### src/rtl/btb_pkg.sv
// Shared field layout and helpers for the 2-way BTB set format.
package btb_pkg;

    localparam int unsigned WAY_W   = 62;
    localparam int unsigned VALID_B = 61;
    localparam int unsigned TAG_HI  = 60;
    localparam int unsigned TAG_LO  = 34;
    localparam int unsigned TGT_HI  = 33;
    localparam int unsigned TGT_LO  = 2;
    localparam int unsigned CTR_HI  = 1;
    localparam int unsigned CTR_LO  = 0;
    localparam int unsigned LRU_B   = 124;
    localparam int unsigned TAG_W   = 27;
    localparam int unsigned IDX_W   = 3;

    function automatic logic [1:0] sat_ctr(input logic [1:0] ctr, input logic taken);
        if (taken) begin
            return (ctr == 2'b11) ? ctr : ctr + 2'b01;
        end
        return (ctr == 2'b00) ? ctr : ctr - 2'b01;
    endfunction

endpackage

### src/rtl/btb_way_decode.sv
// Splits one BTB way into its fields and compares its tag.
module btb_way_decode
    import btb_pkg::*;
(
    input  logic [WAY_W-1:0] way,
    input  logic [TAG_W-1:0] tag,
    output logic             valid,
    output logic             hit,
    output logic [31:0]      target,
    output logic [1:0]       ctr
);

    assign valid  = way[VALID_B];
    assign hit    = valid && (way[TAG_HI:TAG_LO] == tag);
    assign target = way[TGT_HI:TGT_LO];
    assign ctr    = way[CTR_HI:CTR_LO];

endmodule

### src/rtl/btb_controller.sv
// BTB lookup/prediction and 2-stage read-modify-write update engine with stats counters.
module btb_controller
    import btb_pkg::*;
#(
    parameter int unsigned STAT_W   = 32,
    parameter logic [1:0]  INIT_CTR = 2'b10
) (
    input  logic              clk,
    input  logic              rst,
    input  logic              if_valid,
    input  logic [31:0]       if_pc,
    output logic [IDX_W-1:0]  read_index,
    input  logic [127:0]      read_set,
    output logic              pred_hit,
    output logic              pred_taken,
    output logic [31:0]       pred_target,
    input  logic              ex_upd_valid,
    input  logic [31:0]       ex_upd_pc,
    input  logic              ex_upd_taken,
    input  logic [31:0]       ex_upd_target,
    output logic [IDX_W-1:0]  update_index,
    input  logic [127:0]      update_set,
    output logic [IDX_W-1:0]  write_index,
    output logic [127:0]      write_set,
    output logic              write_en,
    output logic [STAT_W-1:0] stat_lookups,
    output logic [STAT_W-1:0] stat_hits,
    output logic [STAT_W-1:0] stat_allocs
);

    logic        lk0_valid, lk0_hit, lk1_valid, lk1_hit;
    logic [31:0] lk0_target, lk1_target;
    logic [1:0]  lk0_ctr, lk1_ctr;

    assign read_index = if_pc[4:2];

    btb_way_decode u_lk_way0 (
        .way    (read_set[WAY_W-1:0]),
        .tag    (if_pc[31:5]),
        .valid  (lk0_valid),
        .hit    (lk0_hit),
        .target (lk0_target),
        .ctr    (lk0_ctr)
    );

    btb_way_decode u_lk_way1 (
        .way    (read_set[2*WAY_W-1:WAY_W]),
        .tag    (if_pc[31:5]),
        .valid  (lk1_valid),
        .hit    (lk1_hit),
        .target (lk1_target),
        .ctr    (lk1_ctr)
    );

    // Way0 wins when both ways match.
    always_comb begin
        pred_hit    = lk0_hit || lk1_hit;
        pred_taken  = 1'b0;
        pred_target = '0;
        if (lk0_hit) begin
            pred_taken  = lk0_ctr[1];
            pred_target = lk0_target;
        end else if (lk1_hit) begin
            pred_taken  = lk1_ctr[1];
            pred_target = lk1_target;
        end
    end

    logic        s1_valid, s1_taken;
    logic [31:0] s1_pc, s1_target;

    always_ff @(posedge clk or posedge rst) begin
        if (rst) begin
            s1_valid  <= 1'b0;
            s1_pc     <= '0;
            s1_taken  <= 1'b0;
            s1_target <= '0;
        end else begin
            s1_valid <= ex_upd_valid;
            if (ex_upd_valid) begin
                s1_pc     <= ex_upd_pc;
                s1_taken  <= ex_upd_taken;
                s1_target <= ex_upd_target;
            end
        end
    end

    logic        up0_valid, up0_hit, up1_valid, up1_hit;
    logic [31:0] up0_target, up1_target;
    logic [1:0]  up0_ctr, up1_ctr;

    assign update_index = s1_pc[4:2];
    assign write_index  = update_index;

    btb_way_decode u_up_way0 (
        .way    (update_set[WAY_W-1:0]),
        .tag    (s1_pc[31:5]),
        .valid  (up0_valid),
        .hit    (up0_hit),
        .target (up0_target),
        .ctr    (up0_ctr)
    );

    btb_way_decode u_up_way1 (
        .way    (update_set[2*WAY_W-1:WAY_W]),
        .tag    (s1_pc[31:5]),
        .valid  (up1_valid),
        .hit    (up1_hit),
        .target (up1_target),
        .ctr    (up1_ctr)
    );

    logic             alloc, sel_way;
    logic [WAY_W-1:0] new_way;

    always_comb begin
        write_set = {3'b000, update_set[LRU_B:0]};
        write_en  = 1'b0;
        alloc     = 1'b0;
        sel_way   = 1'b0;
        new_way   = '0;
        if (s1_valid && (up0_hit || up1_hit)) begin
            sel_way  = !up0_hit;
            new_way  = sel_way ? update_set[2*WAY_W-1:WAY_W] : update_set[WAY_W-1:0];
            new_way[CTR_HI:CTR_LO] = sat_ctr(sel_way ? up1_ctr : up0_ctr, s1_taken);
            if (s1_taken) begin
                new_way[TGT_HI:TGT_LO] = s1_target;
            end
            write_en = 1'b1;
        end else if (s1_valid && s1_taken) begin
            // Fill an empty way first, otherwise evict the LRU way.
            if (!up0_valid) begin
                sel_way = 1'b0;
            end else if (!up1_valid) begin
                sel_way = 1'b1;
            end else begin
                sel_way = update_set[LRU_B];
            end
            new_way  = {1'b1, s1_pc[31:5], s1_target, INIT_CTR};
            write_en = 1'b1;
            alloc    = 1'b1;
        end
        if (write_en) begin
            if (sel_way) begin
                write_set[2*WAY_W-1:WAY_W] = new_way;
            end else begin
                write_set[WAY_W-1:0] = new_way;
            end
            write_set[LRU_B] = !sel_way;
        end
    end

    always_ff @(posedge clk or posedge rst) begin
        if (rst) begin
            stat_lookups <= '0;
            stat_hits    <= '0;
            stat_allocs  <= '0;
        end else begin
            if (if_valid) begin
                stat_lookups <= stat_lookups + STAT_W'(1);
            end
            if (if_valid && pred_hit) begin
                stat_hits <= stat_hits + STAT_W'(1);
            end
            if (alloc) begin
                stat_allocs <= stat_allocs + STAT_W'(1);
            end
        end
    end

    logic unused_bits;
    assign unused_bits = ^{if_pc[1:0], read_set[127:124], lk0_valid, lk1_valid, s1_pc[1:0],
                           update_set[127:125], up0_target, up1_target};

endmodule

### config.mk
export PLATFORM = sky130hd
export DESIGN_NAME = btb_controller
export DESIGN_NICKNAME = d
export VERILOG_FILES = /design/src/rtl/btb_pkg.sv /design/src/rtl/btb_way_decode.sv /design/src/rtl/btb_controller.sv
export SDC_FILE = /design/constraint.sdc
export NUM_CORES = 1
export LEC_CHECK = 0
export ABC_AREA = 1
export BUFFER_PORTS_ARGS = -buffer_cell sky130_fd_sc_hd__clkbuf_2
export CORE_MARGIN = 10
export CORE_UTILIZATION = 27
export CTS_BUF_LIST = sky130_fd_sc_hd__clkbuf_4 sky130_fd_sc_hd__clkbuf_8
export DETAILED_ROUTE_END_ITERATION = 12
export GPL_TIMING_DRIVEN = 0
export HOLD_SLACK_MARGIN = 0.15
export PLACE_DENSITY = 0.59
export SLEW_MARGIN = 5
export SYNTH_ARGS = -nofsm -noshare
export SYNTH_HDL_FRONTEND = slang
export SYNTH_SLANG_ARGS = --single-unit
### constraint.sdc
create_clock -name clk -period 12.1 [get_ports clk]
set_clock_uncertainty 0.15 [all_clocks]
set_input_delay 0.605 -clock clk [delete_from_list [all_inputs] [get_ports clk]]
set_output_delay 0.605 -clock clk [all_outputs]
set_load 0.02 [all_outputs]
# Yosys cells after proc, flatten, opt, wreduce, memory -nomap -nowiden
# Index checks and enable logic that the tools add are counted.
[classes] n_addsub=5 eq_ne=5 n_mux=25 reduce_logical=12
[ops] cell="62-bit 2-to-1 mux" n=5
[ops] cell="125-bit 2-to-1 mux" n=1
[ops] cell="27-bit == test" n=4
[ops] cell="32-bit by 1-bit adder with 32-bit output (second input constant)" n=3
[ops] cell="32-bit 2-to-1 mux" n=3
[ops] cell="1-bit 2-to-1 mux" n=11
[ops] cell="2-bit 2-to-1 mux" n=5
[ops] cell="1-bit logical AND" n=7
[ops] cell="2-bit by 1-bit adder with 2-bit output (second input constant)" n=1
[ops] cell="2-bit == test (second input constant)" n=1
[ops] cell="1-bit logical NOT" n=2
[ops] cell="2-bit logical NOT" n=1
[ops] cell="1-bit logical OR" n=2
[ops] cell="2-bit by 1-bit subtractor with 2-bit output (second input constant)" n=1
[totals] ff_bits=162 input_bits=357 out_inout_bits=268 word_cells=54

# Longest topological paths before layout
# Gate-level depths: netlist of the first run.
[depth] ltp_word=10 depth_mapped=17 ltp_nobuf=17

# Modules after synthesis
# Synthesis of the first run repeated with hierarchy kept, for this count alone.
[unflattened] hier_cells=2532 hier_area_um2=14681.6
[modules_own_cells] mod="btb_controller" n_inst=1 cells_per_inst=1780 area_per_inst_um2=11273.3 seq_area_each_um2=4003.8
[modules_own_cells] mod="btb_way_decode" n_inst=4 cells_per_inst=188 area_per_inst_um2=852.1 seq_area_each_um2=0.0

# Least setup slack after synthesis of the first run
# OpenSTA, ideal clock, no wires.
[synth_timing] kind="input to output" startpoint="in update_set[54]" endpoint="out write_set[26]" t_arrival_ps=2356 required_time_ps=11345 path_slack_ps=8989 stages=13 n_path_buf=2 path_cell_list="xnor2_1 nand2_1 nor2_1 nand3_2 nor2_8 nor2_8 o21ai_4 inv_2 nor2_4 buf_6 buf_6 nand2_1 nand2_1"
[synth_between] elab_cells_between_ends=12 cone_classes="eq/ne (1); mux (7); reduce/logical (4)"
[synth_rtl] element="start: declaration" line_no="btb_controller.sv:22" rtl="input logic [127:0] update_set,"
[synth_rtl] element="27-bit == test" line_no="btb_way_decode.sv:14" rtl="assign hit = valid && (way[TAG_HI:TAG_LO] == tag);"
[synth_rtl] element="1-bit logical AND" line_no="btb_way_decode.sv:14"
[synth_rtl] element="1-bit logical OR" line_no="btb_controller.sv:122" rtl="if (s1_valid && (up0_hit || up1_hit)) begin"
[synth_rtl] element="1-bit logical AND" line_no="btb_controller.sv:122"
[synth_rtl] element="1-bit 2-to-1 mux" line_no="btb_controller.sv:122"
[synth_rtl] element="named net write_en" line_no="btb_controller.sv:25" rtl="output logic write_en,"
[synth_rtl] element="125-bit 2-to-1 mux" line_no="btb_controller.sv:143" rtl="if (write_en) begin"
[synth_rtl] element="end: declaration" line_no="btb_controller.sv:24" rtl="output logic [127:0] write_set,"
# The timed path passes the listed nets, and every way through them passes these cells.

# Worst setup path in the final report of the first run
[layout_timing] startpoint="reg s1_pc[7]" endpoint="out write_set[26]"
[layout_between] elab_chain_cells=7 elab_cells_between_ends=14 cone_classes="eq/ne (2); mux (7); reduce/logical (5)"
[layout_lines] element="start: declaration" line_no="btb_controller.sv:70" rtl="logic [31:0] s1_pc, s1_target;"
[layout_lines] element="start signal: assignment" line_no="btb_controller.sv:81" rtl="s1_pc <= ex_upd_pc;"
[layout_lines] element="27-bit == test" line_no="btb_way_decode.sv:14"
[layout_lines] element="1-bit logical AND" line_no="btb_way_decode.sv:14"
[layout_lines] element="62-bit 2-to-1 mux / 1-bit logical OR (equally long branches)" line_no="btb_controller.sv:124, btb_controller.sv:122"
[layout_lines] element="32-bit 2-to-1 mux / 1-bit logical AND (equally long branches)" line_no="btb_controller.sv:126, btb_controller.sv:122"
[layout_lines] element="62-bit 2-to-1 mux / 1-bit 2-to-1 mux (equally long branches)" line_no="btb_controller.sv:122"
[layout_lines] element="62-bit 2-to-1 mux" line_no="btb_controller.sv:144" rtl="if (sel_way) begin"
[layout_lines] element="125-bit 2-to-1 mux (*)" line_no="btb_controller.sv:143"
# Mark *: on every way between the ends. The rest lies on a longest branch, timed or not.

==> results of run 1 <==
## cell families (layout without fill, tap and decap cells)
logic type      after synthesis  in the layout  share of synthesized area
simple gates               1374           1374                     0.4167
mux                           9              9                   0.007315
xor+xnor                    108            108                    0.06827
other cells                   1              8                  0.0002707
fa+ha+maj                     3              3                   0.002710
compound gates              278            278                     0.1013
flops                       160            160                     0.2890
buf+inv                     393           1093                     0.1144
## worst max-delay path, cell delays in order (launching register included)
cell                       delay [ps]
sky130_fd_sc_hd__dfrtp_1          390
sky130_fd_sc_hd__inv_1            110
sky130_fd_sc_hd__nand2_1           60
sky130_fd_sc_hd__nand2_1          110
sky130_fd_sc_hd__nand2_1          100
sky130_fd_sc_hd__nor2_1           220
sky130_fd_sc_hd__nand3_2          180
sky130_fd_sc_hd__nor2_8           310
sky130_fd_sc_hd__nor2_8           120
sky130_fd_sc_hd__nand2_1           90
sky130_fd_sc_hd__buf_2            280
sky130_fd_sc_hd__clkbuf_1         780
sky130_fd_sc_hd__o21ai_0          300
sky130_fd_sc_hd__nand2_1          120
sky130_fd_sc_hd__nand2_1          130
sky130_fd_sc_hd__clkbuf_2         190
## power breakdown
| part | switching (mW) | total (mW) | internal, mW |
|---|---|---|---|
| sequential | 0.0417 | 0.616 | 0.574 |
| clock | 0.270 | 0.425 | 0.155 |
| combinational | 0.359 | 0.546 | 0.187 |
## how the worst max path moves through the flow
stage | from | end | depth (start not counted) | slack (ps)
final | s1_pc[7] | write_set[26] | 15 | 7260
after global routing | s1_pc[7] | write_set[26] | 15 | 7050
after CTS | s1_pc[7] | write_set[26] | 15 | 7200
after detailed placement | update_set[58] | write_set[26] | 17 | 7510
after global placement | rst | stat_allocs[27] | 2 | 4510
after floorplan | rst | s1_pc[10] | 1 | 7030
## state kept, by name, indices dropped and copies added, names as in the netlist
name / flops
stat_allocs: 32
s1_pc: 30
stat_hits: 32
s1_taken: 1
s1_valid: 1
s1_target: 32
stat_lookups: 32
## per-layer routing
| layer | wire (µm) | vias to the layer above |
|---|---|---|
| li1 | - | 8704 |
| met1 | 28270 | 8044 |
| met3 | 6647 | 131 |
| met5 | 13 | - |
| met4 | 3184 | 2 |
| met2 | 35870 | 887 |
## placed cells by master (no fill, tap or decap), drive strengths merged, types with 46 or more instances in the layout
cell | Yosys | final
nand4 | 57 | 57
inv | 288 | 294
xnor2 | 50 | 50
nand2 | 913 | 913
xor2 | 58 | 58
buf | 45 | 46
dlygate4sd3 | 0 | 63
nand3 | 158 | 158
clkbuf | 59 | 680
nor2 | 152 | 152
dfrtp | 160 | 160
o21ai | 267 | 267
## synthesized netlist by cell type, types with 2 or more instances
cell / instances / area share
sky130_fd_sc_hd__a21oi_1: 10 / 0.0036
sky130_fd_sc_hd__buf_1: 2 / 0.00054
sky130_fd_sc_hd__buf_2: 25 / 0.0090
sky130_fd_sc_hd__buf_4: 15 / 0.0081
sky130_fd_sc_hd__buf_6: 3 / 0.0024
sky130_fd_sc_hd__clkbuf_1: 59 / 0.016
sky130_fd_sc_hd__dfrtp_1: 160 / 0.29
sky130_fd_sc_hd__ha_1: 3 / 0.0027
sky130_fd_sc_hd__inv_1: 263 / 0.071
sky130_fd_sc_hd__inv_2: 25 / 0.0068
sky130_fd_sc_hd__mux2_2: 9 / 0.0073
sky130_fd_sc_hd__nand2_1: 910 / 0.25
sky130_fd_sc_hd__nand2_4: 2 / 0.0016
sky130_fd_sc_hd__nand3_1: 157 / 0.057
sky130_fd_sc_hd__nand3b_1: 4 / 0.0022
sky130_fd_sc_hd__nand4_1: 57 / 0.026
sky130_fd_sc_hd__nor2_1: 148 / 0.040
sky130_fd_sc_hd__nor2_8: 3 / 0.0043
sky130_fd_sc_hd__nor3_1: 44 / 0.016
sky130_fd_sc_hd__nor3b_1: 7 / 0.0038
sky130_fd_sc_hd__nor4_1: 18 / 0.0081
sky130_fd_sc_hd__o21ai_0: 244 / 0.088
sky130_fd_sc_hd__o21ai_1: 22 / 0.0079
sky130_fd_sc_hd__or2_2: 19 / 0.0086
sky130_fd_sc_hd__xnor2_1: 50 / 0.032
sky130_fd_sc_hd__xor2_1: 58 / 0.037
## final cells by class
| cell class | instances | area [µm²] | share of cell area |
|---|---|---|---|
| Antenna cell | 5 | 12.51 | 0.0006653 |
| Clock buffer | 17 | 234.0 | 0.01244 |
| Multi-Input combinational cell | 1775 | 8273 | 0.4399 |
| Tap cell | 672 | 840.8 | 0.04471 |
| Clock inverter | 15 | 167.7 | 0.008916 |
| Buffer | 104 | 500.5 | 0.02661 |
| Timing Repair Buffer | 668 | 3681 | 0.1957 |
| Sequential cell | 160 | 4004 | 0.2129 |
| Inverter | 289 | 1092 | 0.05808 |
## stage by stage
stage,power (mW),instance area (µm²),setup WS (ps),hold slack (ps),std cells
floorplan,0.9083,13860,7025,349.2,2328
global placement,1.148,17730,4506,340.8,3604
detailed placement,1.152,17760,7514,339.9,3605
CTS,1.605,18790,7201,157.6,3700
global route,1.678,18800,7052,201.0,3702
finish,1.587,18810,7258,208.5,3705
==> results.md, run 1 <==
Worst hold path:
- The path class of the lowest-slack min-delay path is primary input to flop.
- The path with the worst hold slack has its endpoint at s1_pc[5].
- The cell count of the worst hold path is 3.
- The worst hold path begins at ex_upd_pc[5].

Floorplan:
- The area inside the core boundary is 50480 µm².
- The starting density of the core is 0.2745.
- The die outline area is 60770 µm².
- Measured along the y axis, the die boundary spans 246.5 µm.
- The number of core rows is 82.
- The overall die width is 246.5 µm.
- The I/O pin count is 625.

Finish:
- The area added between synthesis and finish is 35.74%.
- The number of nets in the final layout is 3375.
- Of the cells placed in the final design, the portion with a size suffix greater than 1 is 0.2457.
- The final core area utilization is 0.3725.
- Counting the fill cells in the layout gives 5686.

Clock tree:
- The number of post-CTS setup repair buffers is 0.
- The later pin in the worst-skew pair is clocked with a latency of 550 ps.
- The CTS tree is built.
- The number of clock buffers added by TritonCTS is 17.
- The number of gates resized after CTS was 0.
- The tree built by TritonCTS fans out to 160 sinks.
- The buffer cell driving the clock tree root is sky130_fd_sc_hd__clkbuf_8.
- The maximum clock path buffer count is 2.
- After clock tree synthesis, the flow added hold-fix buffers numbering 63.
- The clock-pin slew on the worst setup and hold paths is 110 ps.
- The depth of the CTS H-tree is 4.

Synthesis:
- The synthesized design contains 0 enable-type register cells.
- The mean instance size in the synthesized netlist is 5.956 µm².
- The leading register cell type out of synthesis is sky130_fd_sc_hd__dfrtp_1.
- The combined area of all synthesized cells is 13850 µm².
- In this run, distinct cell masters in the synthesized netlist total 35.
- The number of synthesis warnings is 0.
- Of the synthesized area, sequential elements account for 0.2890.
- Synthesis produced a netlist whose cell count is 2326.
- The number of storage elements in the synthesis netlist is 160.
- The post-synthesis async set-or-reset flop share is 1.000.

GRT:
- For met1 alone, demand over resource in global routing was 0.2677.
- The global routing met3 resource utilization is 0.05518.
- The aggregate global routing overflow is 0.
- The number of global-route vias before repair is 17.35k.
- The number of antenna violations at the first check in global routing is 5.
- Across every metal layer, demand over resource in global routing totals 0.2339.
- The first global-routing pass estimated 107200 µm of wire.
- For this run, global-route usage on met2 was measured as 0.4028.
- The maximum number of pins on one net before global-route repair is 92.
- The global routing's busiest layer is met2.

Route:
- In this run the remaining antenna-violating nets after routing total 0.
- The final routed wire length divided by cell count is 19.97 µm.
- The first detailed-routing pass ran for 6 iterations.
- The via density per instance is 4.796.
- After detailed routing, the total wire length is 73990 µm.
- The number of remaining DRC errors is 0.
- The final route contains 17.77k vias.
- The violation count after the first detailed-routing iteration is 1439.

Timing:
- Setup repair after global routing left no endpoint under its margin.
- The total of endpoints with negative setup slack in the final report is 0.
- The period utilization is 0.4002.
- The worst-case headroom to the max-slew limit is 0.3319.
- The count of final max-slew check failures is 0.
- Counting I/O delays and the setup requirement, the final critical path takes 4842 ps.
- Derived from the worst setup path, the maximum achievable clock frequency is 0.2065 GHz.
- The worst-margin pin slew is 1002 ps.
- Summed over all failing endpoints, the final setup total negative slack is 0 ps.
- The count of endpoints failing hold in the final timing report is 0.

Power:
- Across the VDD grid, the largest voltage drop is 0.08047 mV.
- The analysis attributes to cell leakage a power of 10.68 nW.
- The total power divided by cell area is 84.38 nW/µm².

Setup path:
- The path depth of the worst reg2reg path is 12.
- The endpoint of the worst register-to-register path is stat_allocs[24].
- In this run the critical register-to-register path is launched from s1_pc[7].
- Data arrives at the worst endpoint at 4090 ps.
- The setup path with the least slack is of type flop to output port.
- In this run the worst path has a maximum fanout of 10.
- The endpoint kind of the worst setup timing path is an output port.
- The type of element launching the critical path is a flop.
- Data on the critical path is required at its endpoint by 11350 ps.
- The worst-case register-to-register setup slack is 9190 ps.

Placed design:
- In this run the tool buffered the top-level ports with 604 buffer cells.
- The half-perimeter wire length after placement is 61860 µm.
- Routability-driven placement finished with a final weighted congestion of 0.9870.

Status:
- The flow ran to the end, and the final reports show no timing, DRC or antenna violations.

Flow run:
- The tool flagged a number of max-cap violations equal to 0.
(Power assumes the default switching activity.)
==> run 2: changes to the inputs <==
- clock period: 12.1 -> 5.1 ns (I/O delays scaled with it)
==> results.md, run 2 (synthesis results as in run 1) <==
Status:
- The run finished with clean final reports.

Route:
- The count of nets left with antenna violations after detail routing is 0 (unchanged).
- The final routed wire length divided by cell count is 19.96 µm (about the same).
- The number of detailed-routing iterations run before antenna repair came to 6 (unchanged).
- The violation count after the first detailed-routing iteration is 1486 (+3.3%).
- The number of remaining DRC errors is 0 (unchanged).
- The total detailed-routing wirelength is 74050 µm (about the same).
- The total vias in the final route is 17.82k (+0.26%).
- The via density per instance is 4.802 (+0.13%).

Power:
- The design internal power is 2.175 mW (+140%).
- The total power divided by cell area is 199.9 nW/µm² (+140%).
- The part of the power in registers is 0.388 (about the same).
- The total power after layout was 3.770 mW (+140%).
- The standby leakage power is 10.71 nW (+0.26%).
- The proportion of power drawn by combinational gates came to 0.345 (about the same).
- The proportion of total power due to net switching is 0.4231 (about the same).
- The maximum resistive drop on vdd is 0.1920 mV (+140%).
- The switching power was 1.595 mW (+140%).
- The portion of total power attributed to the clock network is 0.268 (about the same).

GRT:
- The global-route usage over all layers is 0.2341 (about the same).
- The maximum number of pins on one net before global-route repair is 92 (unchanged).
- The aggregate global routing overflow is 0 (unchanged).
- The global-route wire length before repair is 107300 µm (about the same).
- The number of antenna violations at the first check in global routing came to 4 (-1).
- The number of global-route vias before repair came to 17.39k (+0.20%).

Setup path:
- The classification of the worst setup path is flop to output port.
- The path depth of the worst reg2reg path is 12 (unchanged).
- The worst setup path is launched from a flop.
- The worst-case register-to-register setup slack was 2180 ps (-7010 ps).
- The required time reported for the critical path endpoint is 4700 ps (-6650 ps).
- The endpoint of the worst register-to-register path is stat_allocs[24].
- The arrival time at the worst endpoint is 4140 ps (+50 ps).
- The maximum net fanout on the critical path is 10 (unchanged).
- STA classifies the critical path endpoint as an output port.
- The launch instance of the worst register-to-register path is s1_pc[7].

Timing:
- The worst path in the final design needs a cycle of 4548 ps, including I/O delays and setup.
- The worst-margin pin slew came to 1051 ps (+48.51 ps).
- The maximum clock frequency is 0.2199 GHz.
- The worst setup slack after layout is 552.0 ps (-6706 ps).
- The count of endpoints failing hold in the final timing report is 0 (unchanged).
- The count of final max-slew check failures came to 0 (unchanged).
- The worst-case headroom to the max-slew limit came to 0.2995 (-0.03234).
- The total of endpoints with negative setup slack in the final report is 0 (unchanged).
- The period utilization is 0.8918.
- Setup repair after global routing left no endpoint under its margin.

Clock tree:
- The clock-pin slew on the worst setup and hold paths is 120 ps (about the same).
- The clock network latency to the later pin of the worst-skew pair is 560 ps (about the same).
- The maximum clock path buffer count is 2 (unchanged).
- The number of post-CTS setup repair buffers is 0 (unchanged).
- The number of buffers created by CTS is 17 (unchanged).
- The depth of the CTS H-tree is 4 (unchanged).
- The buffer cell driving the clock tree root is sky130_fd_sc_hd__clkbuf_8.
- The count of clock tree sinks is 160 (unchanged).
- The CTS tree is built.

Placed design:
- The half-perimeter wire length after placement was 61860 µm (unchanged).
- The number of buffers added on ports came to 604 (unchanged).
- The final RePlAce weighted congestion came to 0.9870 (unchanged).
- The worst slack at placement is 1214 ps (-6300 ps).
- The cell total after placement is 3605 (unchanged).

Worst hold path:
- The start point of the worst hold path is read_set[51].
- The worst hold endpoint is stat_hits[19].
- The cell count of the worst hold path is 9 (+6).
- In this run the worst hold path is classified as primary input to flop.

Finish:
- The top cell types in the final layout, fill and taps aside, are sky130_fd_sc_hd__nand2_1, sky130_fd_sc_hd__clkbuf_2, sky130_fd_sc_hd__inv_1, sky130_fd_sc_hd__o21ai_0, sky130_fd_sc_hd__dfrtp_1.
- The area added between synthesis and finish is 36.15%.
- The final cell count without fillers was 3710 (+0.13%).
- The final core area utilization was 0.3737 (+0.001140).
- The number of nets in the final layout is 3381 (+0.18%).
- The library cell used most frequently in the layout, excluding fill and tap cells, is sky130_fd_sc_hd__nand2_1.
- The number of filler instances in the final layout was 5683 (-0.053%).
- The share of post-route cells with drive strength above 1 is 0.2452 (-0.0004859).

Floorplan:
- The die outline area was 60770 µm² (unchanged).
- The I/O pin count was 625 (unchanged).
- The floorplan die height came to 246.5 µm (unchanged).
- The area inside the core boundary was 50480 µm² (unchanged).
- The starting density of the core is 0.2745 (unchanged).
- The overall die width is 246.5 µm (unchanged).
- The number of core rows came to 82 (unchanged).

Flow run:
- The max-capacitance violation count is 0 (unchanged).
run 2: cell type report:
| cell class | count | area (µm²) | share of cell area |
|---|---|---|---|
| Multi-Input combinational cell | 1775 | 8273 | 0.4386 |
| Sequential cell | 160 | 4004 | 0.2123 |
| Timing Repair Buffer | 674 | 3741 | 0.1983 |
| Inverter | 289 | 1092 | 0.05791 |
| Tap cell | 672 | 840.8 | 0.04457 |
| Buffer | 104 | 500.5 | 0.02653 |
| Clock buffer | 17 | 234.0 | 0.01240 |
| Clock inverter | 15 | 167.7 | 0.008888 |
| Antenna cell | 4 | 10.01 | 0.0005306 |
run 2: layer usage:
layer | vias up | track usage | wire length, µm
met5 | - | 0 | 12
met4 | 2 | 0.1140 | 3184
met3 | 128 | 0.05529 | 6512
met2 | 873 | 0.4035 | 35970
met1 | 8094 | 0.2675 | 28370
li1 | 8718 | - | -
run 2: critical path, cell delays in order, from the launching register on:
cell,delay (ps)
sky130_fd_sc_hd__dfrtp_1,390
sky130_fd_sc_hd__inv_1,120
sky130_fd_sc_hd__nand2_1,70
sky130_fd_sc_hd__nand2_1,100
sky130_fd_sc_hd__nand2_1,100
sky130_fd_sc_hd__nor2_1,220
sky130_fd_sc_hd__nand3_2,180
sky130_fd_sc_hd__nor2_8,320
sky130_fd_sc_hd__nor2_8,120
sky130_fd_sc_hd__nand2_1,90
sky130_fd_sc_hd__buf_2,280
sky130_fd_sc_hd__clkbuf_1,820
sky130_fd_sc_hd__o21ai_0,310
sky130_fd_sc_hd__nand2_1,130
sky130_fd_sc_hd__nand2_1,130
sky130_fd_sc_hd__clkbuf_2,190
run 2: stage by stage:
stage / instance area, µm² / TNS [ps] / hold WS (ps)
after floorplan: 13860 / 0 / 136.4
after global placement: 17730 / -339550 / 315.2
after detailed placement: 17760 / 0 / 217.6
after CTS: 18850 / 0 / 219.7
after global routing: 18860 / 0 / 281.6
final: 18860 / 0 / 251.1
run 2: worst max path at each step:
stage | startpoint | to | slack [ps] | depth (start not counted)
floorplan | rst | s1_pc[10] | 380 | 1
global placement | rst | stat_allocs[27] | -2140 | 2
detailed placement | update_set[58] | write_set[26] | 1210 | 17
CTS | s1_pc[7] | write_set[26] | 550 | 15
global route | s1_pc[7] | write_set[26] | 400 | 15
finish | s1_pc[7] | write_set[26] | 550 | 15
run 2: timing repair:
item / 4_1_cts / 5_1_grt
endpoints found under the setup margin: 0 / 0
hold buffers: 69 / 0
resized for setup: 0 / 0
endpoints found under the hold margin: 245 / 0
run 2: power groups by stage:
stage               combinational (mW)  clock [mW]  sequential (mW)
detailed placement                1.25           0             1.48
floorplan                        0.635           0             1.52
finish                            1.30        1.01             1.46
CTS                               1.30        1.06             1.46
global placement                  1.24           0             1.48
global route                      1.42        1.10             1.47
